## config.mk

```make
export PLATFORM = sky130hd
export DESIGN_NAME = usb_ep_arbiter
export DESIGN_NICKNAME = d
export VERILOG_FILES = /design/src/rtl/usb_ep_arbiter.sv
export SDC_FILE = /design/constraint.sdc
export NUM_CORES = 1
export LEC_CHECK = 0
export CAP_MARGIN = 30
export CORE_MARGIN = 2
export CORE_UTILIZATION = 56
export CTS_CLUSTER_DIAMETER = 30
export DETAILED_ROUTE_END_ITERATION = 10
export PLACE_DENSITY = 0.88
export SLEW_MARGIN = 30
export SYNTH_ARGS = -nofsm -noshare
export SYNTH_HDL_FRONTEND = slang
export SYNTH_SLANG_ARGS = --single-unit
```

## constraint.sdc

```tcl
create_clock -name clk -period 3 [get_ports clk]
set_clock_uncertainty 0.05 [all_clocks]
set_input_delay 0.9 -clock clk [delete_from_list [all_inputs] [get_ports clk]]
set_output_delay 0.9 -clock clk [all_outputs]
set_load 0.005 [all_outputs]
```

## src/rtl/usb_ep_arbiter.sv

```systemverilog
// usb_ep_arbiter
//   Shares the usb_fs_pe endpoint buffer and packet datapath among NUM_EPS
//   endpoint requesters. Round-robin req/grant with hold. The owner is never
//   preempted by other requests. A release is deferred while the protocol
//   engine is mid-packet. Every owner change passes through one all-zero GAP
//   cycle. A saturating watchdog forcibly reclaims a grant that is held too long.
//
// Ports
//   clk          in   48 MHz system clock
//   reset_n      in   async active-low reset
//   req          in   [NUM_EPS] per-endpoint level request
//   pe_busy      in   protocol engine mid-packet; freezes ownership
//   grant        out  [NUM_EPS] one-hot/zero grant, registered
//   grant_valid  out  OR of grant, registered
//   grant_idx    out  owner index, 0 when no owner, registered
//   timeout_err  out  1-cycle pulse when the watchdog reclaims a grant
//
// Configuration macro
//   USB_EP_ARB_CTRL_PRIORITY_EN : ep0 gets strict priority in IDLE/GAP. An ep0
//   release does not move the round-robin pointer.
module usb_ep_arbiter #(
  parameter int NUM_EPS   = 4,
  parameter int TIMEOUT_W = 12,
  localparam int IDX_W    = $clog2(NUM_EPS)
) (
  input  logic               clk,
  input  logic               reset_n,
  input  logic [NUM_EPS-1:0] req,
  input  logic               pe_busy,
  output logic [NUM_EPS-1:0] grant,
  output logic               grant_valid,
  output logic [IDX_W-1:0]   grant_idx,
  output logic               timeout_err
);

  typedef enum logic [1:0] {S_IDLE, S_GRANTED, S_GAP} state_t;

  state_t               r_state;
  logic [IDX_W-1:0]     r_rr_ptr;
  logic [TIMEOUT_W-1:0] r_wd;
  logic [NUM_EPS-1:0]   r_grant;
  logic                 r_grant_valid;
  logic [IDX_W-1:0]     r_grant_idx;
  logic                 r_timeout_err;

  logic                 w_win_found;
  logic [IDX_W-1:0]     w_win_idx;
  logic [NUM_EPS-1:0]   w_win_oh;
  logic [TIMEOUT_W-1:0] w_wd_inc;
  logic                 w_wd_to;
  logic                 w_release;
  logic                 w_adv_ptr;
  logic [IDX_W-1:0]     w_ptr_next;

  // Winner search from rr_ptr upward with wrap. The scan runs from the far end
  // back toward rr_ptr, so the last hit is the closest requester.
  always_comb begin
    w_win_found = 1'b0;
    w_win_idx   = '0;
    for (int k = NUM_EPS-1; k >= 0; k--) begin
      int j;
      j = int'(r_rr_ptr) + k;
      if (j >= NUM_EPS) j = j - NUM_EPS;
      if (req[IDX_W'(j)]) begin
        w_win_found = 1'b1;
        w_win_idx   = IDX_W'(j);
      end
    end
`ifdef USB_EP_ARB_CTRL_PRIORITY_EN
    if (req[0]) begin
      w_win_found = 1'b1;
      w_win_idx   = '0;
    end
`endif
  end

  assign w_win_oh = NUM_EPS'(1) << w_win_idx;

  // The watchdog counts granted cycles, including the current one. The grant
  // is therefore reclaimed at the end of the (2**TIMEOUT_W-1)-th cycle.
  assign w_wd_inc  = (&r_wd) ? r_wd : r_wd + 1'b1;
  assign w_wd_to   = &w_wd_inc;
  assign w_release = !pe_busy && (!req[r_grant_idx] || w_wd_to);

`ifdef USB_EP_ARB_CTRL_PRIORITY_EN
  assign w_adv_ptr = (r_grant_idx != '0);
`else
  assign w_adv_ptr = 1'b1;
`endif
  assign w_ptr_next = (r_grant_idx == IDX_W'(NUM_EPS-1)) ? '0 : r_grant_idx + 1'b1;

  always_ff @(posedge clk or negedge reset_n) begin
    if (!reset_n) begin
      r_state       <= S_IDLE;
      r_rr_ptr      <= '0;
      r_wd          <= '0;
      r_grant       <= '0;
      r_grant_valid <= 1'b0;
      r_grant_idx   <= '0;
      r_timeout_err <= 1'b0;
    end else begin
      r_timeout_err <= 1'b0;
      case (r_state)
        S_IDLE, S_GAP: begin
          if (w_win_found) begin
            r_state       <= S_GRANTED;
            r_grant       <= w_win_oh;
            r_grant_valid <= 1'b1;
            r_grant_idx   <= w_win_idx;
            r_wd          <= '0;
          end else begin
            r_state       <= S_IDLE;
            r_grant       <= '0;
            r_grant_valid <= 1'b0;
            r_grant_idx   <= '0;
          end
        end
        S_GRANTED: begin
          if (w_release) begin
            r_state       <= S_GAP;
            r_grant       <= '0;
            r_grant_valid <= 1'b0;
            r_grant_idx   <= '0;
            r_timeout_err <= w_wd_to;
            if (w_adv_ptr) r_rr_ptr <= w_ptr_next;
          end else begin
            r_wd <= w_wd_inc;
          end
        end
        default: begin
          r_state       <= S_IDLE;
          r_grant       <= '0;
          r_grant_valid <= 1'b0;
          r_grant_idx   <= '0;
        end
      endcase
    end
  end

  assign grant       = r_grant;
  assign grant_valid = r_grant_valid;
  assign grant_idx   = r_grant_idx;
  assign timeout_err = r_timeout_err;

endmodule

```

Word-level counts from Yosys, hierarchy flattened:

Cells that the tools add are included.

* add/sub/neg operators: 9
* multipliers: 0
* divide/modulo/power cells: 0
* $lt $le $gt $ge: 9
* equality and inequality tests: 6
* shifts and indexed selects: 1
* multiplexer cells: 45
* bitwise logic cells: 0
* reductions and logical operators: 11

Operators with widths (count)
* $mux 12: 3
* $mux 2: 12
* $pmux 12 s2: 1
* $reduce_and 12->1: 2
* $mux 1: 18
* $lt 2x4->1 const B: 4
* $add 12x1->12 const B: 1
* $bmux 1 s2: 5
* $ge 3x3->1 const B: 3
* $mux 4: 2
* $pmux 2 s2: 2
* $pmux 4 s2: 1
* $sub 2x1->2 const B: 4
* $add 2x2->3 const B: 2
* $ne 2x2->1 const B: 3
* $eq 2x2->1 const B: 2
* $shl 1x2->4 const A: 1
* $add 2x1->3 const B: 1
* $ge 2x3->1 const B: 1
* $lt 2x3->1 const B: 1
* $reduce_and 3->1: 1
* $add 2x1->2 const B: 1
* $eq 2x1->1 const B: 1
* $logic_not 1->1: 2
* 7 further kinds: 7

* flip-flop bits (word level): 24
* bits in latches: 0
* memory bits (writable): 0
* memory bits (read-only): 0
* input bits: 7
* output and inout bits: 8
* word-level logic and storage cells: 88
* memories kept: 0

Logic depth before layout (Yosys ltp):

* word-level depth: 13
* mapped depth: 9
* depth with buffers taken out: 8

Least setup slack after synthesis:

No wires, ideal clock.

* kind: register to register
* start: register r_wd[0]
* end: register r_rr_ptr[0]
* setup time: 128 ps
* arrival time: 2406 ps
* required time: 2822 ps
* slack: 416 ps
* cell stages (with the launch flop): 9
* path buffers: 0
* period minus slack after synthesis: 2584 ps
* cells stage by stage: dfrtp_1 -> ha_1 -> nand4_1 -> nor3_2 -> o211ai_1 -> a222oi_1 -> a21oi_1 -> nor3_4 -> mux2_1

* word-level cells in the longest chain between the ends: 6
* elaborated cells on any way between the ends: 7

Ends and longest elaborated chain
* start, declared: line 40 `logic [TIMEOUT_W-1:0] r_wd;`
* start signal, assigned: line 127 `r_wd <= w_wd_inc;`
* $add 12x1->12 / $reduce_and 12->1 (equally long branches): line 81 `assign w_wd_inc = (&r_wd) ? r_wd : r_wd + 1'b1;`
* $mux 12 *: line 81
* $reduce_and 12->1 *: line 82 `assign w_wd_to = &w_wd_inc;`
* $logic_or 1x1->1 *: line 83 `assign w_release = !pe_busy && (!req[r_grant_idx] || w_wd_to);`
* $logic_and 1x1->1 *: line 83
* $reduce_and 2->1 (no line) *
* end signal, assigned: line 125 `if (w_adv_ptr) r_rr_ptr <= w_ptr_next;`
* end, declared: line 39 `logic [IDX_W-1:0] r_rr_ptr;`

Mark *: on every way between the ends. The rest lies on a longest branch, timed or not.
A chain may end at the register's enable or synchronous reset.

Final worst setup path:

* start: register r_wd[1]
* end: register r_rr_ptr[0]

Same word-level chain as after synthesis.

==> metrics.txt <==
area growth from synthesis to layout=22.83%; Hold Crit Depth=1; Non-Filler Instances=between 200 and 250; main combinational cell family by area after synthesis=compound AO/OA/AOI/OAI gates; Starting Density=approximately three fifths; Worst Tran Pin Value=608.3 ps; Crit Path Max Fanout=6; hpwl dp=around 2900 um; WS Path Type=flip-flop to flip-flop; Buf/Inv on CP=1; Final Cycle Share=between 90 and 100%; status=finished clean; hold path endpoint=grant_valid; 1st-pass router iterations=5; Reg2Reg Setup Slack=200 ps; Post-synth ARST share=100.0%; Vias=between 1000 and 1500; clk root buf=clkbuf_4; worst reg2reg path startpoint=r_wd[1]; Crit path max-delay family=simple AND/OR/NAND/NOR gates; global-route wire length before repair=6368 um; Worst slew margin=between 50% and 60%; max-slew violation total from the final report=0; CP endpoint kind=flip-flop; Max Clk Rate=around 360 MHz; Static Leakage=around 0.73 nW; Skew-Pair Late Insertion Delay=~320 ps; XOR/XNOR Fraction of Synth Area=less than 1%; vias per cell=approximately 6.5; # fillers=190; fin area=1784 um^2; WL/cell=~17 um; Synth warnings=0; Unique masters post-synth=40; Syn Inst Count=~170; maximum VDD drop=593.8 uV; number of diodes=0; Longest Clk Path Bufs=2; crit-path max cell delay=around 460 ps; 1st-iter DRT viols=60; critical-path cell list=ha_2, nand4_1, nor4_2, a31oi_1, a222oi_1, buf_4, a21oi_1, nor3_4, mux2_1; Die Area=roughly 3000 um^2; clock sinks=24; Seq/Total Area, Yosys=between 40 and 50%; Total Power=between 1 and 1.5 mW; initial antenna violation count=0; Synth Area per Inst=8.751 um^2; CTS tree=yes; CTS H-tree lvls=1; Nets=slightly above 200; Syn Nets=~180; IO Count=15; number of synthesized register bits=24; Reg2Reg Depth=9; total placed cells including tap cells=~220; IO buf count=14; Final Setup Violations=0; Pwr Density=approximately 730 nW/um^2; Cell Rows=18; worst hold path startpoint=r_state[0]; Compound-Gate Fraction of Synth Area=about a quarter; r2r endpoint=r_rr_ptr[0]; gr usage total=a little under a third; multiplexer share of the synthesized area=5.857%; Final Hold Violating Endpoints=0; vias in the first global route=between 1000 and 1500; ys flop type=dfrtp_1; die width=~55 um; share of layout cells above drive strength 1=roughly 15%; Worst Path Arrival=2960 ps; Post-DRT Antenna Nets=0; RD Place Congestion=~1.0; Startpoint Class=flip-flop; max-cap viol count=0; Hold Path Class=flip-flop to flip-flop; cts bufs inserted=3; CTS clk-pin slew, worst paths=roughly 130 ps; post-synthesis simple-gate area fraction=a little over a fifth; Synth Cell Area=roughly 1500 um^2; Worst Path Required=~3200 ps; Slowest cell on crit path=dfrtp_1; core footprint=2477 um^2; # hold bufs at CTS=0; Die H=54.93 um; unrepaired setup endpoints after global routing=no; Synth Area in Adders=~1.7%; drt total wl=3874 um; Post-synth EDFFs=0; DRC=0; utilization after layout=between 70% and 80%; post-route minimum period=about 2800 ps; GRT overflow=0; Placement Cell Area=roughly 1700 um^2; pin count of the biggest net entering global routing=25
## worst register-to-register path, delay by kind of cell (launching register included)
kind	cells	cell delay [ps]
multiplexers	1	350
buffers and inverters	1	190
AO/OA/AOI/OAI	3	560
AND/OR/NAND/NOR	3	800
adder cells (fa/ha/maj)	1	280
flip-flops	1	460
## flip-flops by register name (all words and copies together) (netlist names)
register,flops
grant_valid,1
timeout_err,1
grant,4
r_rr_ptr,2
r_state,2
r_wd,12
grant_idx,2
## cell type report
type	count	area, um^2	share of cell area, %
Timing Repair Buffer	30	260.3	14.59
Multi-Input combinational cell	127	803.3	45.02
Sequential cell	24	601.8	33.73
Inverter	12	45.04	2.525
Clock buffer	4	36.28	2.034
Tap cell	30	37.54	2.104
## metal layers
layer  up-vias  part of all wire, %  GRT usage [%]
met1       704                   42          42.46
met4         0                  3.0          17.48
met5         -                    0              0
li1        685                    -              -
met3        13                  7.0          4.570
met2        78                   48          45.04
## cell usage after synthesis (3+ instances only)
master / instances / area (um^2)
dfrtp_1: 24 / 600.6
a21oi_1: 20 / 100.1
nand2_1: 16 / 60.06
inv_1: 12 / 45.04
nor2_1: 10 / 37.54
o21ai_0: 10 / 50.05
nand2b_1: 6 / 37.54
o22ai_1: 5 / 31.28
o2bb2ai_1: 5 / 43.79
and3_1: 4 / 25.02
mux2i_1: 4 / 40.04
nand3_1: 4 / 20.02
o21ai_1: 4 / 20.02
a41oi_1: 3 / 26.28
nor3_1: 3 / 15.01
o31ai_1: 3 / 22.52
## per-stage QoR
step                setup WS [ps]  hold WS (ps)  setup TNS (ps)
floorplan                   416.5         429.7               0
global placement            61.51         460.6               0
detailed placement         -147.1         467.6          -952.5
CTS                         55.62         486.4               0
global route                41.36         508.7               0
finish                      201.9         488.8               0
## worst max path at each step
stage / slack [ps] / end / cells past startpoint / startpoint
after floorplan: 420 / r_rr_ptr[0] / 8 / r_wd[0]
final: 200 / r_rr_ptr[0] / 9 / r_wd[1]
after CTS: 60 / r_rr_ptr[0] / 9 / r_wd[0]
after detailed placement: -150 / r_wd[6] / 8 / req[3]
after global routing: 40 / r_wd[11] / 8 / req[3]
after global placement: 60 / r_wd[10] / 7 / req[1]
## cell usage in the layout (no fill, tap or decap), types with 2 or more instances in the layout
| cell | instances |
|---|---|
| o22ai_1 | 5 |
| dfrtp_1 | 23 |
| mux2_1 | 2 |
| a31oi_1 | 2 |
| and2_1 | 2 |
| clkdlybuf4s50_1 | 14 |
| nand4_1 | 2 |
| a21oi_1 | 20 |
| and3_1 | 4 |
| buf_4 | 16 |
| o21ai_1 | 4 |
| a41oi_1 | 3 |
| inv_1 | 12 |
| o2bb2ai_1 | 5 |
| or3_1 | 2 |
| nor3_1 | 3 |
| mux2_2 | 2 |
| nand3_1 | 4 |
| nand2_1 | 16 |
| o21ai_0 | 10 |
| nor2_1 | 10 |
| o31ai_1 | 3 |
| mux2i_1 | 4 |
| nand2b_1 | 6 |
| clkbuf_4 | 3 |
## cells by family after synthesis
family,after synthesis
fa+ha+maj,2
simple gates,58
compound gates,58
flops,24
xor+xnor,1
mux,8
buf+inv,15
## report_power, final
group	switching (mW)	internal, mW
clock	0.0966	0.0742
combinational	0.328	0.284
sequential	0.104	0.412
total	0.528	0.769
## repair_timing
action / CTS / global route
setup buffers: 0 / 0
setup endpoints to repair: 0 / 21
resized for setup: 0 / 4
(Power assumes the default switching activity.)
